--- config.mk ---
export PLATFORM = sky130hd
export DESIGN_NAME = mcode_seq
export DESIGN_NICKNAME = d
export VERILOG_FILES = /design/src/rtl/mcode_pkg.sv /design/src/rtl/mcode_stack.sv /design/src/rtl/mcode_seq.sv
export SDC_FILE = /design/constraint.sdc
export NUM_CORES = 1
export LEC_CHECK = 0
export CORE_AREA = 2 2 65 98
export DETAILED_ROUTE_END_ITERATION = 12
export DIE_AREA = 0 0 67 100
export PLACE_DENSITY_LB_ADDON = 0.15
export SYNTH_ARGS = -nofsm -noshare
export SYNTH_HDL_FRONTEND = slang
export SYNTH_HIERARCHICAL = 1
export SYNTH_SLANG_ARGS = --single-unit
--- constraint.sdc ---
create_clock -name sys_clk -period 2 [get_ports sys_clk]
set_input_delay 0.2 -clock sys_clk [delete_from_list [all_inputs] [get_ports sys_clk]]
set_output_delay 0.2 -clock sys_clk [all_outputs]
set_load 0.02 [all_outputs]
--- src/rtl/mcode_pkg.sv ---
// mcode_pkg: shared encodings for the microcode sequencer.
// Op codes, microword field layout and FSM states.
package mcode_pkg;

  localparam int AW_D    = 6;
  localparam int CW_D    = 16;
  localparam int NCOND_D = 4;
  localparam int DEPTH_D = 2;

  localparam int TGT_LSB = 0;
  localparam int OP_LSB  = 6;
  localparam int OP_W    = 3;
  localparam int SEL_LSB = 9;
  localparam int SEL_W   = 2;
  localparam int CTL_LSB = 11;
  localparam int ZW      = CTL_LSB + CW_D;

  localparam logic [OP_W-1:0] OP_CONT = 3'd0;
  localparam logic [OP_W-1:0] OP_JMP  = 3'd1;
  localparam logic [OP_W-1:0] OP_JCC  = 3'd2;
  localparam logic [OP_W-1:0] OP_CALL = 3'd3;
  localparam logic [OP_W-1:0] OP_RET  = 3'd4;
  localparam logic [OP_W-1:0] OP_WAIT = 3'd5;
  localparam logic [OP_W-1:0] OP_HALT = 3'd6;
  localparam logic [OP_W-1:0] OP_JNC  = 3'd7;

  typedef enum logic [1:0] {
    S_IDLE  = 2'd0,
    S_FETCH = 2'd1,
    S_EXEC  = 2'd2
  } state_e;

endpackage

--- src/rtl/mcode_stack.sv ---
// mcode_stack: small return-address LIFO.
// Push/pop ignored when full/empty; clr empties it.
module mcode_stack #(
  parameter int DEPTH = 2,
  parameter int W     = 6
) (
  input  logic         clk,
  input  logic         rst_n,
  input  logic         clr,
  input  logic         push,
  input  logic         pop,
  input  logic [W-1:0] din,
  output logic [W-1:0] dout,
  output logic         full,
  output logic         empty
);
  localparam int CNTW = $clog2(DEPTH + 1);

  logic [W-1:0]    mem_q [DEPTH];
  logic [W-1:0]    mem_d [DEPTH];
  logic [CNTW-1:0] cnt_q, cnt_d;

  assign full  = (cnt_q == CNTW'(DEPTH));
  assign empty = (cnt_q == '0);

  always_comb begin
    dout = '0;
    for (int i = 0; i < DEPTH; i++)
      if (int'(cnt_q) == i + 1) dout = mem_q[i];
  end

  always_comb begin
    mem_d = mem_q;
    cnt_d = cnt_q;
    if (clr) begin
      cnt_d = '0;
    end else if (push && !full) begin
      for (int i = 0; i < DEPTH; i++)
        if (int'(cnt_q) == i) mem_d[i] = din;
      cnt_d = cnt_q + CNTW'(1);
    end else if (pop && !empty) begin
      cnt_d = cnt_q - CNTW'(1);
    end
  end

  always_ff @(posedge clk or negedge rst_n) begin
    if (!rst_n) begin
      cnt_q <= '0;
      for (int i = 0; i < DEPTH; i++) mem_q[i] <= '0;
    end else begin
      cnt_q <= cnt_d;
      for (int i = 0; i < DEPTH; i++) mem_q[i] <= mem_d[i];
    end
  end

endmodule

--- src/rtl/mcode_seq.sv ---
// mcode_seq: microcode sequencer driving a registered 64-word ROM.
// Advances only on rising edges of the phase strobe clk.
module mcode_seq
  import mcode_pkg::*;
#(
  parameter int AW          = AW_D,
  parameter int CW          = CW_D,
  parameter int NCOND       = NCOND_D,
  parameter int STACK_DEPTH = DEPTH_D
) (
  input  logic             sys_clk,
  input  logic             resetl,
  input  logic             clk,
  input  logic             start,
  input  logic [AW-1:0]    start_addr,
  input  logic [NCOND-1:0] cond,
  input  logic [ZW-1:0]    z,
  output logic [AW-1:0]    a,
  output logic [CW-1:0]    ctl,
  output logic             ctl_vld,
  output logic             busy,
  output logic             done,
  output logic             err
);
  state_e              state_q, state_d;
  logic                clk_prev_q;
  logic [AW-1:0]       a_q, a_d;
  logic [CW-1:0]       ctl_q, ctl_d;
  logic                ctl_vld_q, ctl_vld_d;
  logic                done_q, done_d;
  logic                err_q, err_d;
  logic                wait_q, wait_d;

  logic                tick, c, issue;
  logic [OP_W-1:0]     op;
  logic [SEL_W-1:0]    sel;
  logic [AW-1:0]       tgt, a_inc, top;
  logic                push, pop, clr, full, empty;

  assign tick  = ~clk_prev_q & clk;
  assign tgt   = z[TGT_LSB +: AW];
  assign op    = z[OP_LSB +: OP_W];
  assign sel   = z[SEL_LSB +: SEL_W];
  assign c     = cond[sel];
  assign a_inc = a_q + AW'(1);

  mcode_stack #(
    .DEPTH (STACK_DEPTH),
    .W     (AW)
  ) u_stack (
    .clk   (sys_clk),
    .rst_n (resetl),
    .clr   (clr),
    .push  (push),
    .pop   (pop),
    .din   (a_inc),
    .dout  (top),
    .full  (full),
    .empty (empty)
  );

  always_comb begin
    state_d   = state_q;
    a_d       = a_q;
    ctl_d     = ctl_q;
    ctl_vld_d = 1'b0;
    done_d    = 1'b0;
    err_d     = err_q;
    wait_d    = wait_q;
    push      = 1'b0;
    pop       = 1'b0;
    clr       = 1'b0;
    issue     = 1'b0;
    if (tick) begin
      unique case (state_q)
        S_IDLE: if (start) begin
          a_d     = start_addr;
          err_d   = 1'b0;
          clr     = 1'b1;
          state_d = S_FETCH;
        end
        S_FETCH: begin
          wait_d  = 1'b0;
          state_d = S_EXEC;
        end
        S_EXEC: begin
          // a stalled WAIT re-evaluates but issues its ctl only once
          issue   = ~wait_q;
          state_d = S_FETCH;
          unique case (op)
            OP_CONT: a_d = a_inc;
            OP_JMP:  a_d = tgt;
            OP_JCC:  a_d = c ? tgt : a_inc;
            OP_JNC:  a_d = c ? a_inc : tgt;
            OP_CALL: if (full) begin
              err_d   = 1'b1;
              issue   = 1'b0;
              state_d = S_IDLE;
            end else begin
              push = 1'b1;
              a_d  = tgt;
            end
            OP_RET: if (empty) begin
              err_d   = 1'b1;
              issue   = 1'b0;
              state_d = S_IDLE;
            end else begin
              pop = 1'b1;
              a_d = top;
            end
            OP_WAIT: if (c) begin
              a_d = a_inc;
            end else begin
              wait_d  = 1'b1;
              state_d = S_EXEC;
            end
            OP_HALT: begin
              done_d  = 1'b1;
              state_d = S_IDLE;
            end
            default: ;
          endcase
          if (issue) begin
            ctl_d     = z[CTL_LSB +: CW];
            ctl_vld_d = 1'b1;
          end
        end
        default: state_d = S_IDLE;
      endcase
    end
  end

  always_ff @(posedge sys_clk or negedge resetl) begin
    if (!resetl) begin
      state_q    <= S_IDLE;
      clk_prev_q <= 1'b1;
      a_q        <= '0;
      ctl_q      <= '0;
      ctl_vld_q  <= 1'b0;
      done_q     <= 1'b0;
      err_q      <= 1'b0;
      wait_q     <= 1'b0;
    end else begin
      state_q    <= state_d;
      clk_prev_q <= clk;
      a_q        <= a_d;
      ctl_q      <= ctl_d;
      ctl_vld_q  <= ctl_vld_d;
      done_q     <= done_d;
      err_q      <= err_d;
      wait_q     <= wait_d;
    end
  end

  assign a       = a_q;
  assign ctl     = ctl_q;
  assign ctl_vld = ctl_vld_q;
  assign done    = done_q;
  assign err     = err_q;
  assign busy    = (state_q != S_IDLE);

endmodule
==> metrics.md, run 1 <==
| Metric | Value |
|---|---|
| Status | complete, no violations |
| CTS H-tree lvls | 2 |
| Final WS setup | 56.9 ps |
| RSZ-0062 raised after global routing | false |
| Post-synthesis sequential area ratio | 46.9% |
| CP required | 2180 ps |
| GP Congestion | between 0.7 and 0.8 |
| Clock insertion delay at the later pin of the skew report | 290 ps |
| Die Wd | roughly 67 um |
| GRT Resource Usage Total | approximately 17% |
| Dominant synthesized flop cell | dfrtp_1 |
| Largest net degree at the start of global routing | 23 |
| Final hold violation count | 0 |
| GR Overflow Total | 0 |
| Reg-to-reg startpoint | state_q[0] |
| Crit path DAT | approximately 2100 ps |
| Fin cells | 362 |
| TritonCTS buffer count | 5 |
| DR iter-0 viols | 73 |
| Highest clock rate | around 510 MHz |
| Post-DP HPWL | 4.02 mm |
| Io pins | 67 |
| Post-Synthesis Cells | 191 |
| Area occupied by multi-input gates | 0.00119 mm^2 |
| Setup crit end kind | flip-flop |
| Worst-margin pin slew | 542 ps |
| Clock Path Buffers | 2 |
| # diodes | 0 |
| Reg2Reg Setup Slack | roughly 90 ps |
| Clock sinks | 43 |
| Reg area | ~0.0011 mm^2 |
| RR Endpoint | ctl[14] |
| Dpl cells | 353 |
| Net count after synthesis | roughly 230 |
| Hold Path End | clk_prev_q |
| Clock-pin transition on the worst setup and hold timing paths | 80 ps |
| Antenna violations before repair | 0 |
| # fillers | 530 |
| Hold crit path type | input pin to flip-flop |
| Leakage power | around 1.5 nW |
| Mean Syn Cell Area | ~12 um^2 |
| Share of cells above drive strength 1 | between 30% and 40% |
| Area delta synth->final | 50.4% |
| Final setup fails | 0 |
| Vias per cell | ~5 |
| Distinct cell type count of the synthesized netlist | 52 |
| Synthesized area | roughly 0.0023 mm^2 |
| Post-synth EDFFs | 0 |
| PD cells | 1120 mW/mm^2 |
| Tcrit/Tclk final | between 90% and 100% |
| Drt drc | 0 |
| Starting Density | 38.5% |
| Vias in the first global route | 1864 |
| Worst Reg-to-Reg Cells | 6 |
| Synth warn | 6 |
| Detailed-router iteration count before antenna repair | 4 |
| FF+latch count, synth | 43 |
| First-pass GRT wire length | 8.58 mm |
| Antenna viol nets, final | 0 |
| Ys async rst share | 100% |
| WS Path Type | input pin to flip-flop |
| Max cap viols | 0 |
| Fin Hold WS | approximately 400 ps |
| Clk_skew | ~3.2 ps |
| DIE HEIGHT | ~100 um |
| Final WL | 5.18 mm |
| Core region area | between 0.005 and 0.006 mm^2 |
| Final Max Slew Viols | 0 |
| Worst slack at placement | -279 ps |
| NumNets Final | 329 |
| Cell row count | 35 |
| Crit path max fanout | 3 |
| Vias | 1817 |
| Crit path launch | z[9] |
| Worst vdd ir | ~0.00067 V |
| Hold path depth | 1 |
| Post-layout min period | about 2000 ps |
| HP Start | clk |
| Worst Setup Start Kind | input pin |
| CTS tree | yes |
| Die Area | 0.00670 mm^2 |
| Port bufs | 66 |
| Rel. slew slack | 63.9% |
| Wire per inst | 14.3 um |
| Root Driver | clkbuf_8 |
==> placed cells by master (no fill, tap or decap), drive strengths merged, types with 2 or more instances in the layout <==
| master | count |
|---|---|
| a21oi | 3 |
| a221o | 5 |
| a221oi | 5 |
| a22o | 7 |
| a31oi | 2 |
| buf | 34 |
| clkbuf | 6 |
| clkdlybuf4s50 | 65 |
| dfrtp | 42 |
| inv | 8 |
| mux2 | 29 |
| mux2i | 3 |
| nand2 | 7 |
| nand2b | 6 |
| nand3 | 2 |
| nor2 | 12 |
| nor2b | 5 |
| nor3 | 3 |
| nor3b | 2 |
| o21a | 2 |
| o21ai | 10 |
| o31ai | 5 |
| or2 | 2 |
| or3 | 2 |
| xnor2 | 3 |
==> state kept, by name, indices dropped and copies added, names as in the netlist <==
| name | cells |
|---|---|
| a | 6 |
| clk_prev_q | 1 |
| ctl | 16 |
| ctl_vld | 1 |
| done | 1 |
| err | 1 |
| state_q | 2 |
| u_stack/cnt_q | 2 |
| u_stack/mem_q | 12 |
| wait_q | 1 |
==> cells in the mapped netlist (2+ instances only) <==
cell       n  area [um^2]
dfrtp_1   42         1050
mux2_2    19          214
nor2_1    12         45.0
o21ai_0   10         50.1
mux2_4     9          135
a22o_1     7         61.3
buf_6      6         67.6
inv_1      6         22.5
nand2_1    6         22.5
nand2b_1   6         37.5
a221o_1    5         50.1
a221oi_1   5         43.8
nor2b_1    5         31.3
o31ai_1    5         37.5
nor3_1     3         15.0
xnor2_1    3         26.3
a21oi_1    2         10.0
a31oi_1    2         12.5
buf_2      2         10.0
mux2i_1    2         20.0
nand3_1    2         10.0
o21a_1     2         15.0
==> timing repair <==
action                     in CTS  in global routing
setup endpoints to repair       6                 18
pin swaps                       0                  5
hold endpoints to repair       21                  0
gates resized for setup         1                 13
buffers inserted                0                  1
hold buffers                    1                  0
==> power by group <==
| part | switching (mW) | total, mW | internal (mW) |
|---|---|---|---|
| Sequential | 0.198 | 1.36 | 1.16 |
| Clock | 0.304 | 0.714 | 0.411 |
| Combinational | 0.810 | 1.77 | 0.963 |
==> worst max-delay path, cell delays in order <==
cell and delay [ps]:
clkdlybuf4s50_1 480, mux4_2 580, or3_4 370, nand2_4 70, or2_4 110, mux2_1 310
==> per-layer routing <==
metal | vias to the layer above | global-route usage, % | wire [um]
met1 | 860 | 18.6 | 2000
met5 | - | 0 | 0
met2 | 58 | 30.5 | 2800
li1 | 892 | - | -
met3 | 7 | 3.92 | 325
met4 | 0 | 5.18 | 59
==> final cells by class <==
type	instances	area share [%]
Inverter	7	0.761
Clock inverter	2	1.12
Sequential cell	43	31.2
Tap cell	74	2.68
Timing Repair Buffer	100	27.4
Multi-Input combinational cell	130	34.4
Clock buffer	6	2.39
==> cell families (layout without fill, tap and decap cells) <==
kind of cell,count (synthesis),in the layout,share of synthesized area [%]
xor gates and xnor gates,4,4,1.53
buffers and inverters,18,115,5.23
muxes,33,33,18.2
adders and majority gates,1,1,0.545
AOI/OAI and AO/OA,43,43,14.3
and+or+nand+nor,49,49,13.3
DFF,43,43,46.9
==> how the worst max path moves through the flow <==
stage	to	slack (ps)	cells after the start
2_1_floorplan	ctl[10]	-110	10
5_1_grt	a[4]	10	7
3_5_place_dp	a[2]	-280	6
4_1_cts	a[2]	20	6
6_report	a[2]	60	6
3_3_place_gp	u_stack/mem_q[0]	-270	6
==> stage by stage <==
step | power [mW] | utilization [%] | TNS, ps | cell area, um^2
after floorplan | 2.31 | - | -954 | 2330
after global placement | 3.09 | 54.4 | -7080 | 3240
after detailed placement | 3.11 | 54.4 | -6980 | 3240
after CTS | 3.85 | 56.7 | 0 | 3380
after global routing | 4.09 | 58.0 | 0 | 3450
final | 3.85 | 58.0 | 0 | 3450
No activity file was read; power rests on OpenSTA's default activity.
==> run 2: changes to the inputs <==
--- a/constraint.sdc
+++ b/constraint.sdc
@@ -3,2 +3,2 @@
 set_output_delay 0.2 -clock sys_clk [all_outputs]
-set_load 0.02 [all_outputs]
+set_load 0.05 [all_outputs]
==> metrics.md, run 2 (synthesized netlist as in run 1, its figures left out) <==
| Metric | Value |
|---|---|
| Hold path depth | 1 |
| DR iter-0 viols | 58 |
| NumNets Final | 330 |
| Cell row count | 35 |
| Port bufs | 66 |
| Final Max Slew Viols | 0 |
| Die Area | 0.00670 mm^2 |
| Rel. slew slack | 63.0% |
| Antenna violations before repair | 0 |
| Final WS setup | around 62 ps |
| Internal power | 2.36 mW |
| Antenna viol nets, final | 0 |
| Worst slack at placement | -296 ps |
| Die Wd | about 67 um |
| Clock share of power | 13.1% |
| WS Path Type | input pin to flip-flop |
| Status | complete, no violations |
| Post-DP HPWL | 4.04 mm |
| Cell Chain, Critical Path | clkdlybuf4s50_1 -> mux4_2 -> or3_4 -> nand2_4 -> or2_1 -> mux2_1 |
| Crit path DAT | 2120 ps |
| RSZ-0062 raised after global routing | false |
| Clock sinks | 43 |
| Switching Share | 43.9% |
| Met3 routed WL | slightly below 300 um |
| Starting Density | between 30% and 40% |
| Fin cells | 363 |
| Leakage power | approximately 1.5 nW |
| CTS H-tree lvls | 2 |
| Detailed-router iteration count before antenna repair | 4 |
| Core region area | 0.00596 mm^2 |
| Final setup fails | 0 |
| GP Congestion | a little under 0.8 |
| Setup crit end kind | flip-flop |
| Area occupied by multi-input gates | 0.00115 mm^2 |
| Worst Reg-to-Reg Cells | 7 |
| RR Endpoint | ctl[13] |
| Largest net degree at the start of global routing | 44 |
| CP required | 2190 ps |
| GRT Resource Usage Total | 17.1% |
| # diodes | 0 |
| Area delta synth->final | 46.7% |
| Worst-margin pin slew | 555 ps |
| Dpl cells | 353 |
| Met1 Routed Length | 2.03 mm |
| Final hold violation count | 0 |
| Tcrit/Tclk final | a little over nine tenths |
| Wire per inst | 14.5 um |
| Clock insertion delay at the later pin of the skew report | 290 ps |
| Worst path max stage delay | 570 ps |
| Hold Path End | clk_prev_q |
| Register share of total power | between 30% and 40% |
| HP Start | clk |
| Reg-to-reg startpoint | u_stack/cnt_q[1] |
| # fillers | between 500 and 600 |
| Most frequent cells in the layout | 64 x clkdlybuf4s50_1, 42 x dfrtp_1, 33 x buf_4 |
| Reg2Reg Setup Slack | about 80 ps |
| Max cap viols | 0 |
| Hold crit path type | input pin to flip-flop |
| Net Sw Power | 1.85 mW |
| Most common cell after layout, fill and taps aside | clkdlybuf4s50_1 |
| Worst Path Buf+Inv | 1 |
| Final WL | 5.27 mm |
| Clock-pin transition on the worst setup and hold timing paths | 90 ps |
| Slowest stage cell on the critical path | mux4_2 |
| Tot Pwr | ~4.2 mW |
| Combinational fraction of design power | a little over half |
| TritonCTS buffer count | 5 |
| Highest clock rate | 516 MHz |
| Worst vdd ir | 0.000704 V |
| Post-layout min period | 1940 ps |
| Largest register FFs | 16 |
| Vias in the first global route | 1918 |
| Crit path max fanout | 3 |
| Share of cells above drive strength 1 | 30.1% |
| DP Area | 0.00323 mm^2 |
| Io pins | 67 |
| Drt drc | 0 |
| PD cells | 1250 mW/mm^2 |
| Vias per cell | 5.03 |
| Clock Path Buffers | 2 |
| Worst Setup Start Kind | input pin |
| GR Overflow Total | 0 |
| Delay-heaviest family, CP | multiplexers |
| CTS tree | yes |
| Met2 wire len | 2.85 mm |
| DR top layer | met4 |
| Root Driver | clkbuf_8 |
| Vias | 1826 |
| Fin area | 0.00337 mm^2 |
| First-pass GRT wire length | 8.78 mm |
| Reg area | 0.00108 mm^2 |
| DIE HEIGHT | around 100 um |
| Clk_skew | 6.55 ps |
-- run 2: cell count changes in the layout (fill, tap and decap cells not counted), moves of 2 or more --
cell / previous run / this run
a221oi_2: 2 / 0
buf_4: 29 / 33
a221oi_1: 3 / 5
buf_6: 2 / 0
-- run 2: per-stage QoR --
stage,hold slack [ps],util [%],TNS (ps)
CTS,340,56.0,0
global placement,315,54.3,-6610
detailed placement,318,54.3,-7020
global route,353,56.5,0
floorplan,-95.6,-,-954
finish,340,56.5,0
-- run 2: area by class of cell --
| type | count | share of cell area (%) |
|---|---|---|
| tap | 74 | 2.75 |
| inverter | 7 | 0.780 |
| multi-input combinational | 130 | 34.2 |
| clock buffer | 6 | 2.16 |
| timing repair buffer | 101 | 27.8 |
| sequential | 43 | 32.0 |
| clock inverter | 2 | 0.372 |
-- run 2: metal layers --
metal  track usage (%)  vias to the layer above
met5                 0                        -
met3              3.81                        7
li1                  -                      893
met1              19.1                      870
met4              5.97                        0
met2              31.1                       56
-- run 2: timing repair --
action | CTS | global route
buffers inserted | 0 | 1
gates resized for setup | 1 | 4
hold buffers | 1 | 0
pin swaps | 0 | 1
hold endpoints to repair | 3 | 0
endpoints found under the setup margin | 6 | 13
-- run 2: worst max path at each step --
stage	start	endpoint	slack [ps]	depth (start not counted)
3_3_place_gp	z[9]	a[2]	-260	6
5_1_grt	z[9]	a[0]	0.6	7
2_1_floorplan	u_stack/cnt_q[1]	ctl[10]	-110	10
6_report	z[9]	a[2]	60	6
3_5_place_dp	z[9]	a[2]	-300	6
4_1_cts	state_q[0]	busy	3	2
-- run 2: worst reg2reg max path, delay by kind of cell, from the launching register on --
family / cells / cell delay, ps
and+or+nand+nor: 4 / 870
DFF: 1 / 380
muxes: 1 / 300
buffers and inverters: 1 / 180
AOI/OAI and AO/OA: 1 / 70
-- run 2: power by group through the flow --
stage | combinational [mW] | sequential, mW | clock (mW)
final | 2.29 | 1.36 | 0.550
after CTS | 2.30 | 1.36 | 0.566
after detailed placement | 2.29 | 1.37 | 0
after global routing | 2.43 | 1.40 | 0.603
after global placement | 2.28 | 1.37 | 0
after floorplan | 0.694 | 2.17 | 0
